<file path="src/rtl/eth_pkg.sv">
// Shared 64b/66b PCS constants used by the scrambler and descrambler.
package eth_pkg;

    localparam logic [1:0] SYNC_DATA = 2'b01;
    localparam logic [1:0] SYNC_CTRL = 2'b10;

    // x^58 + x^39 + 1 self-synchronous scrambler
    localparam int unsigned SCR_LEN        = 58;
    localparam logic [57:0] SCRAMBLER_INIT = '1;
    localparam int unsigned SCR_TAP_A      = 38;
    localparam int unsigned SCR_TAP_B      = 57;

    typedef enum logic {
        EXPECT_HDR,
        EXPECT_BODY
    } blk_state_t;

    function automatic logic hdr_is_legal(input logic [1:0] hdr);
        return (hdr == SYNC_DATA) || (hdr == SYNC_CTRL);
    endfunction

endpackage

</file>
<file path="src/rtl/eth_skid_buffer.sv">
// Two-entry skid buffer: output register plus one skid register, registered ready.
module eth_skid_buffer #(
    parameter int unsigned WIDTH = 32
) (
    input  logic             i_clk,
    input  logic             i_rst_n,
    input  logic             i_valid,
    output logic             o_ready,
    input  logic [WIDTH-1:0] i_data,
    output logic             o_valid,
    input  logic             i_ready,
    output logic [WIDTH-1:0] o_data
);

    logic             r_out_valid;
    logic             r_skid_valid;
    logic             r_ready;
    logic [WIDTH-1:0] r_out_data;
    logic [WIDTH-1:0] r_skid_data;

    logic w_in_acc;
    logic w_out_free;
    logic w_skid_valid_nxt;

    assign w_in_acc   = i_valid && r_ready;
    assign w_out_free = !r_out_valid || i_ready;

    // Skid occupancy after this edge: drains whenever the output register frees up
    always_comb begin
        w_skid_valid_nxt = r_skid_valid;
        if (w_out_free) begin
            w_skid_valid_nxt = 1'b0;
        end else if (w_in_acc) begin
            w_skid_valid_nxt = 1'b1;
        end
    end

    // Output/skid registers; ready is registered so it never depends on i_ready combinationally
    always_ff @(posedge i_clk or negedge i_rst_n) begin
        if (!i_rst_n) begin
            r_out_valid  <= 1'b0;
            r_out_data   <= '0;
            r_skid_valid <= 1'b0;
            r_skid_data  <= '0;
            r_ready      <= 1'b0;
        end else begin
            r_ready      <= !w_skid_valid_nxt;
            r_skid_valid <= w_skid_valid_nxt;
            if (w_out_free) begin
                if (r_skid_valid) begin
                    r_out_valid <= 1'b1;
                    r_out_data  <= r_skid_data;
                end else begin
                    r_out_valid <= w_in_acc;
                    if (w_in_acc) begin
                        r_out_data <= i_data;
                    end
                end
            end else if (w_in_acc) begin
                r_skid_data <= i_data;
            end
        end
    end

    assign o_ready = r_ready;
    assign o_valid = r_out_valid;
    assign o_data  = r_out_data;

endmodule

</file>
<file path="src/rtl/eth_scrambler.sv">
// 64b/66b payload scrambler (x^58+x^39+1) with block-sequence tracking and skid output.
module eth_scrambler
    import eth_pkg::*;
#(
    parameter int unsigned DATA_WIDTH = 32
) (
    input  logic                  i_clk,
    input  logic                  i_rst_n,
    input  logic                  i_scrambler_bypass,
    input  logic                  i_valid,
    output logic                  o_ready,
    input  logic [DATA_WIDTH-1:0] i_data,
    input  logic [1:0]            i_header,
    input  logic                  i_headervalid,
    output logic                  o_valid,
    input  logic                  i_ready,
    output logic [DATA_WIDTH-1:0] o_data,
    output logic [1:0]            o_header,
    output logic                  o_headervalid,
    output logic                  o_seq_error,
    output logic                  o_hdr_error
);

    localparam int unsigned WORDS_PER_BLOCK = 64 / DATA_WIDTH;
    localparam int unsigned CNT_W = (WORDS_PER_BLOCK > 1) ? $clog2(WORDS_PER_BLOCK) : 1;
    localparam int unsigned PW    = DATA_WIDTH + 3;

    logic [SCR_LEN-1:0]    r_scr;
    logic [SCR_LEN-1:0]    w_scr_nxt;
    logic [DATA_WIDTH-1:0] w_scr_data;
    logic [1:0]            r_last_hdr;
    logic [1:0]            w_hdr_in;
    blk_state_t            r_state;
    blk_state_t            w_state_nxt;
    logic [CNT_W-1:0]      r_count;
    logic [CNT_W-1:0]      w_count_nxt;
    logic                  w_seq_err;
    logic                  w_hdr_err;
    logic                  r_seq_error;
    logic                  r_hdr_error;
    logic                  w_ready;
    logic                  w_in_acc;
    logic [PW-1:0]         w_out_payload;

    assign w_in_acc = i_valid && w_ready;

    // Scramble MSB first; the state always shifts in the line bit, so bypass keeps it in sync
    always_comb begin : scramble_word
        logic [DATA_WIDTH-1:0] v_d;
        logic                  v_b;
        v_d        = i_data;
        v_b        = 1'b0;
        w_scr_nxt  = r_scr;
        w_scr_data = '0;
        for (int unsigned k = 0; k < DATA_WIDTH; k++) begin
            v_b = v_d[DATA_WIDTH-1] ^
                  (i_scrambler_bypass ? 1'b0 : (w_scr_nxt[SCR_TAP_A] ^ w_scr_nxt[SCR_TAP_B]));
            w_scr_data = {w_scr_data[DATA_WIDTH-2:0], v_b};
            w_scr_nxt  = {w_scr_nxt[SCR_LEN-2:0], v_b};
            v_d        = v_d << 1;
        end
    end

    // Scrambler state advances only on accepted words
    always_ff @(posedge i_clk or negedge i_rst_n) begin
        if (!i_rst_n) begin
            r_scr <= SCRAMBLER_INIT;
        end else if (w_in_acc) begin
            r_scr <= w_scr_nxt;
        end
    end

    // Body words carry the most recent header forward so o_header only changes on header words
    always_ff @(posedge i_clk or negedge i_rst_n) begin
        if (!i_rst_n) begin
            r_last_hdr <= 2'b00;
        end else if (w_in_acc && i_headervalid) begin
            r_last_hdr <= i_header;
        end
    end

    assign w_hdr_in = i_headervalid ? i_header : r_last_hdr;

    // Block-position state register
    always_ff @(posedge i_clk or negedge i_rst_n) begin
        if (!i_rst_n) begin
            r_state <= EXPECT_HDR;
            r_count <= '0;
        end else begin
            r_state <= w_state_nxt;
            r_count <= w_count_nxt;
        end
    end

    // Next block position and sequence/header violation detection
    always_comb begin
        w_state_nxt = r_state;
        w_count_nxt = r_count;
        w_seq_err   = 1'b0;
        w_hdr_err   = 1'b0;
        if (w_in_acc) begin
            w_hdr_err = i_headervalid && !hdr_is_legal(i_header);
            unique case (r_state)
                EXPECT_HDR: begin
                    if (i_headervalid) begin
                        if (WORDS_PER_BLOCK == 1) begin
                            w_count_nxt = '0;
                            w_state_nxt = EXPECT_HDR;
                        end else begin
                            w_count_nxt = CNT_W'(1);
                            w_state_nxt = EXPECT_BODY;
                        end
                    end else begin
                        w_seq_err = 1'b1;
                    end
                end
                EXPECT_BODY: begin
                    if (i_headervalid) begin
                        w_seq_err   = 1'b1;
                        w_count_nxt = CNT_W'(1);
                        w_state_nxt = EXPECT_BODY;
                    end else if (r_count == CNT_W'(WORDS_PER_BLOCK - 1)) begin
                        w_count_nxt = '0;
                        w_state_nxt = EXPECT_HDR;
                    end else begin
                        w_count_nxt = r_count + CNT_W'(1);
                        w_state_nxt = EXPECT_BODY;
                    end
                end
                default: begin
                    w_count_nxt = '0;
                    w_state_nxt = EXPECT_HDR;
                end
            endcase
        end
    end

    // Error pulses land one cycle after acceptance, independent of output stalls
    always_ff @(posedge i_clk or negedge i_rst_n) begin
        if (!i_rst_n) begin
            r_seq_error <= 1'b0;
            r_hdr_error <= 1'b0;
        end else begin
            r_seq_error <= w_seq_err;
            r_hdr_error <= w_hdr_err;
        end
    end

    eth_skid_buffer #(
        .WIDTH(PW)
    ) u_skid (
        .i_clk   (i_clk),
        .i_rst_n (i_rst_n),
        .i_valid (i_valid),
        .o_ready (w_ready),
        .i_data  ({w_scr_data, w_hdr_in, i_headervalid}),
        .o_valid (o_valid),
        .i_ready (i_ready),
        .o_data  (w_out_payload)
    );

    assign o_ready = w_ready;
    assign {o_data, o_header, o_headervalid} = w_out_payload;
    assign o_seq_error = r_seq_error;
    assign o_hdr_error = r_hdr_error;

endmodule

</file>
<file path="config.mk">
export PLATFORM = sky130hd
export DESIGN_NAME = eth_scrambler
export DESIGN_NICKNAME = d
export VERILOG_FILES = /design/src/rtl/eth_pkg.sv /design/src/rtl/eth_skid_buffer.sv /design/src/rtl/eth_scrambler.sv
export SDC_FILE = /design/constraint.sdc
export NUM_CORES = 1
export LEC_CHECK = 0
export ABC_AREA = 1
export BUFFER_PORTS_ARGS = -buffer_cell sky130_fd_sc_hd__buf_2
export CORE_ASPECT_RATIO = 1.1
export CORE_MARGIN = 1
export CORE_UTILIZATION = 41
export DETAILED_ROUTE_END_ITERATION = 10
export HOLD_SLACK_MARGIN = 0.12
export PLACE_DENSITY = 0.63
export SLEW_MARGIN = 25
export SYNTH_ARGS = -nofsm -noshare
export SYNTH_HDL_FRONTEND = slang
export SYNTH_HIERARCHICAL = 1
export SYNTH_SLANG_ARGS = --single-unit
</file>
<file path="constraint.sdc">
create_clock -name i_clk -period 1.5 [get_ports i_clk]
set_input_delay 0.075 -clock i_clk [delete_from_list [all_inputs] [get_ports i_clk]]
set_output_delay 0.075 -clock i_clk [all_outputs]
set_load 0.02 [all_outputs]
</file>
==> results by group <==
Synthesis
  – Post-synthesis cell type with the largest combined area: sky130_fd_sc_hd__dfrtp_1
  – Yosys cell types: 24
  – Portion of the post-synthesis area used by sequential elements: 48.7%
  – Post-Synthesis Cells: 956
  – Netlist Area Pre-Place: 7180 µm²
  – Synthesized area divided by synthesized cell count: 7.52 µm²
  – Most numerous cell types in the synthesized netlist: sky130_fd_sc_hd__nand2_1, sky130_fd_sc_hd__nand3_1, sky130_fd_sc_hd__inv_1
  – Fraction of post-synthesis cell area in the top cell type by area: 27.5%
  – Synth Flop Type: sky130_fd_sc_hd__dfrtp_1
  – Count leader, synth: sky130_fd_sc_hd__nand2_1
  – Number of flops mapped to enable cells by yosys: 0
  – Synthesized netlist net count: 997
  – Register bit total from synthesis: 137
  – Yosys warning count: 6
  – Most area-consuming cells after synthesis: sky130_fd_sc_hd__dfrtp_1, sky130_fd_sc_hd__nand2_1, sky130_fd_sc_hd__dfstp_2
  – Share of synthesized registers carrying an async set or reset: 100%

STA
  – Achievable Freq: 0.731 GHz
  – PnR worst setup slack: 132 ps
  – Worst-Margin Slew: 477 ps
  – Setup Total Neg Slack: 0 ps
  – Minimum clock period after layout: 1370 ps
  – Setup repair after global routing missed its margin: false
  – Worst relative slew slack: 68.2%
  – Maximum clock skew at final layout: 10.1 ps
  – Total count of hold-check failures in the final report: 0
  – Final setup violation count: 0
  – Max-slew violation count: 0
  – Portion of the clock cycle consumed by the worst path in the final layout: 91.2%
  – Tightest hold margin: 161 ps

Floorplanning
  – Starting utilization of the core area: 42.1%
  – Area enclosed by the die boundary: 18100 µm²
  – Vert. Die Dim: 141 µm
  – Number of rows created at floorplan: 50
  – Number of placed I/O pins: 79
  – Placeable core area: 17100 µm²
  – Die X: 128 µm

Critical path
  – Kind of launch point of the worst setup path: primary input
  – Critical Path End: u_skid/o_data[16]$_DFFE_PN0P_
  – FF-to-FF End: u_skid/o_data[28]$_DFFE_PN0P_
  – Startpoint-to-endpoint class of the critical path: primary input to flip-flop
  – Worst Setup SP: i_scrambler_bypass
  – CP Capture Type: flip-flop
  – Critical-path maximum fanout: 26
  – Register-to-register setup slack: 150 ps
  – Data required time at the worst endpoint: 1810 ps
  – Worst EP arrival: 1680 ps
  – RR Startpoint: r_scr[32]$_DFFE_PN1P_
  – Number of cells on the worst reg-to-reg path: 8

GRT
  – Pin count of the biggest net entering global routing: 74
  – Number of global-route vias before repair: 5911
  – Aggregate global-route resource usage: 22.2%
  – Grt ovf: 0
  – Initial antenna violation count: 0
  – Global-route wire length before repair: 30.7 mm

Detailed routing
  – Post-route DRC: 0
  – Pre-antenna DRT Iters: 6
  – Vias per inst: 4.76
  – Vias post-DR: 6269
  – Number of design-rule violations left by the first detailed-router iteration: 398
  – Wirelength per Cell: 14.0 µm
  – Count of nets left with antenna violations after detail routing: 0
  – Total wire length after detailed routing: 18.5 mm

Power and ir drop
  – Pwr Density: 1590 nW/µm²
  – Logic pwr share: 28.8%
  – Clock power frac: 28.6%
  – Net Sw Power: 5.05 mW
  – Sequential share of power: 42.6%
  – Largest voltage drop on the vdd net: 900 µV
  – Sw frac: 36.2%
  – Pint: 8.92 mW
  – Static Leakage: 4.66 nW
  – Total power: 14.0 mW

Clock network
  – Root buffer cell: sky130_fd_sc_hd__clkbuf_16
  – Clock-pin transition on the worst setup and hold timing paths: 60 ps
  – Clock tree from TritonCTS: done
  – CTS H-Tree Depth: 4
  – Setup Fix Bufs, Post-CTS: 0
  – Clk Latency, worst-skew pair: 420 ps
  – Number of clock sinks seen by CTS: 137
  – Clock buffers created by TritonCTS: 17
  – Maximum root-to-sink buffer count: 2

Cells and area
  – Layout overhead on the synthesized area: 22.0%
  – Antenna cell count: 0
  – Footprint of the multi-input gates: 2980 µm²
  – Utilization of the core after routing: 51.3%
  – Share of post-route cells with drive strength above 1: 18.4%
  – Sequential cell area: 3500 µm²
  – Final layout net count: 1110
  – Count of filler cells inserted in the layout: 1709

Place
  – Half-perimeter wire length after placement: 12.4 mm
  – Gp weighted congestion: 0.784
  – Worst-case setup slack after placement: 149 ps
  – PortBufs: 78

Job
  – Max-capacitance violation count: 0

Status
  – Run status: finished clean

Min path
  – Class of the worst hold path: primary input to async pin
==> logic make-up (layout without fill, tap and decap cells) <==
family,count (synthesis),after routing,synth area share (%)
AND/OR/NAND/NOR,649,649,38.9
buffers and inverters,135,261,9.81
flip-flops,137,137,48.7
adder cells (fa/ha/maj),1,1,0.174
AO/OA/AOI/OAI,34,34,2.37
==> what timing repair did <==
action                    CTS  global route
gates resized for setup     0             0
hold endpoints to repair  133             0
hold buffers               39             0
==> power groups by stage <==
| stage | clock, mW | combinational [mW] | sequential (mW) |
|---|---|---|---|
| after floorplan | 0 | 2.42 | 6.21 |
| after global placement | 0 | 3.91 | 5.98 |
| after detailed placement | 0 | 3.96 | 5.99 |
| after CTS | 4.09 | 4.07 | 5.94 |
| after global routing | 4.26 | 4.60 | 6.09 |
| final | 3.99 | 4.03 | 5.95 |
==> per-stage QoR <==
stage | instance area (µm²) | std cells
detailed placement | 7810 | 1245
floorplan | 7180 | 956
global placement | 7810 | 1245
CTS | 8760 | 1316
finish | 8760 | 1316
global route | 8760 | 1316
==> cells in the final DEF, fill, tap and decap left out, drive strengths merged <==
cell | synthesis | routed
dlygate4sd3 | 0 | 39
a21oi | 2 | 2
ha | 1 | 1
dfstp | 58 | 58
clkinv | 0 | 7
bufinv | 0 | 1
dfrtp | 79 | 79
and2 | 32 | 32
nor2 | 3 | 3
nand2 | 481 | 481
nand4 | 33 | 33
o21ai | 32 | 32
inv | 93 | 95
buf | 42 | 97
clkbuf | 0 | 18
nand3 | 100 | 100
clkinvlp | 0 | 4
==> state kept, by name (all words and copies together), names as in the netlist <==
| register | flops |
|---|---|
| r_scr | 58 |
| u_skid/o_data | 35 |
| u_skid/r_skid_data | 35 |
| r_last_hdr | 2 |
| o_hdr_error | 1 |
| o_seq_error | 1 |
| r_count | 1 |
| r_state | 1 |
| u_skid/o_ready | 1 |
| u_skid/o_valid | 1 |
| u_skid/r_skid_valid | 1 |
==> how the worst min path moves through the flow <==
stage	from	to	slack (ps)	cells after the start
4_1_cts	i_ready	u_skid/r_skid_valid$_DFF_PN0_	150	4
2_1_floorplan	i_rst_n	o_hdr_error$_DFF_PN0_	-220	0
6_report	i_rst_n	u_skid/o_data[32]$_DFFE_PN0P_	160	2
3_3_place_gp	i_rst_n	u_skid/o_valid$_DFFE_PN0P_	50	1
5_1_grt	i_ready	u_skid/r_skid_valid$_DFF_PN0_	170	4
3_5_place_dp	i_rst_n	u_skid/o_valid$_DFFE_PN0P_	60	1
==> layer usage <==
layer	wire, µm	track usage [%]	part of all wire, %
met1	8640	30.5	47
met2	8790	35.9	48
met3	791	4.29	4.3
met4	231	6.01	1.3
met5	0	0	0
==> cell type report <==
class	instances	area share (%)
clock inverter	14	1.41
multi-input combinational	684	34.0
inverter	93	4.07
timing repair buffer	136	12.2
tap	234	3.34
clock buffer	18	5.01
sequential	137	40.0
==> worst max-delay path: stages <==
cell                            delay, ps
sky130_fd_sc_hd__dlygate4sd3_1        530
sky130_fd_sc_hd__buf_2                130
sky130_fd_sc_hd__inv_4                140
sky130_fd_sc_hd__buf_12               190
sky130_fd_sc_hd__nand4_1              130
sky130_fd_sc_hd__and2_1               200
sky130_fd_sc_hd__nand2_1               70
sky130_fd_sc_hd__nand2_1               40
sky130_fd_sc_hd__nand3_1               80
sky130_fd_sc_hd__nand2_1               50
Note: power is estimated with default switching activity, not from simulation.
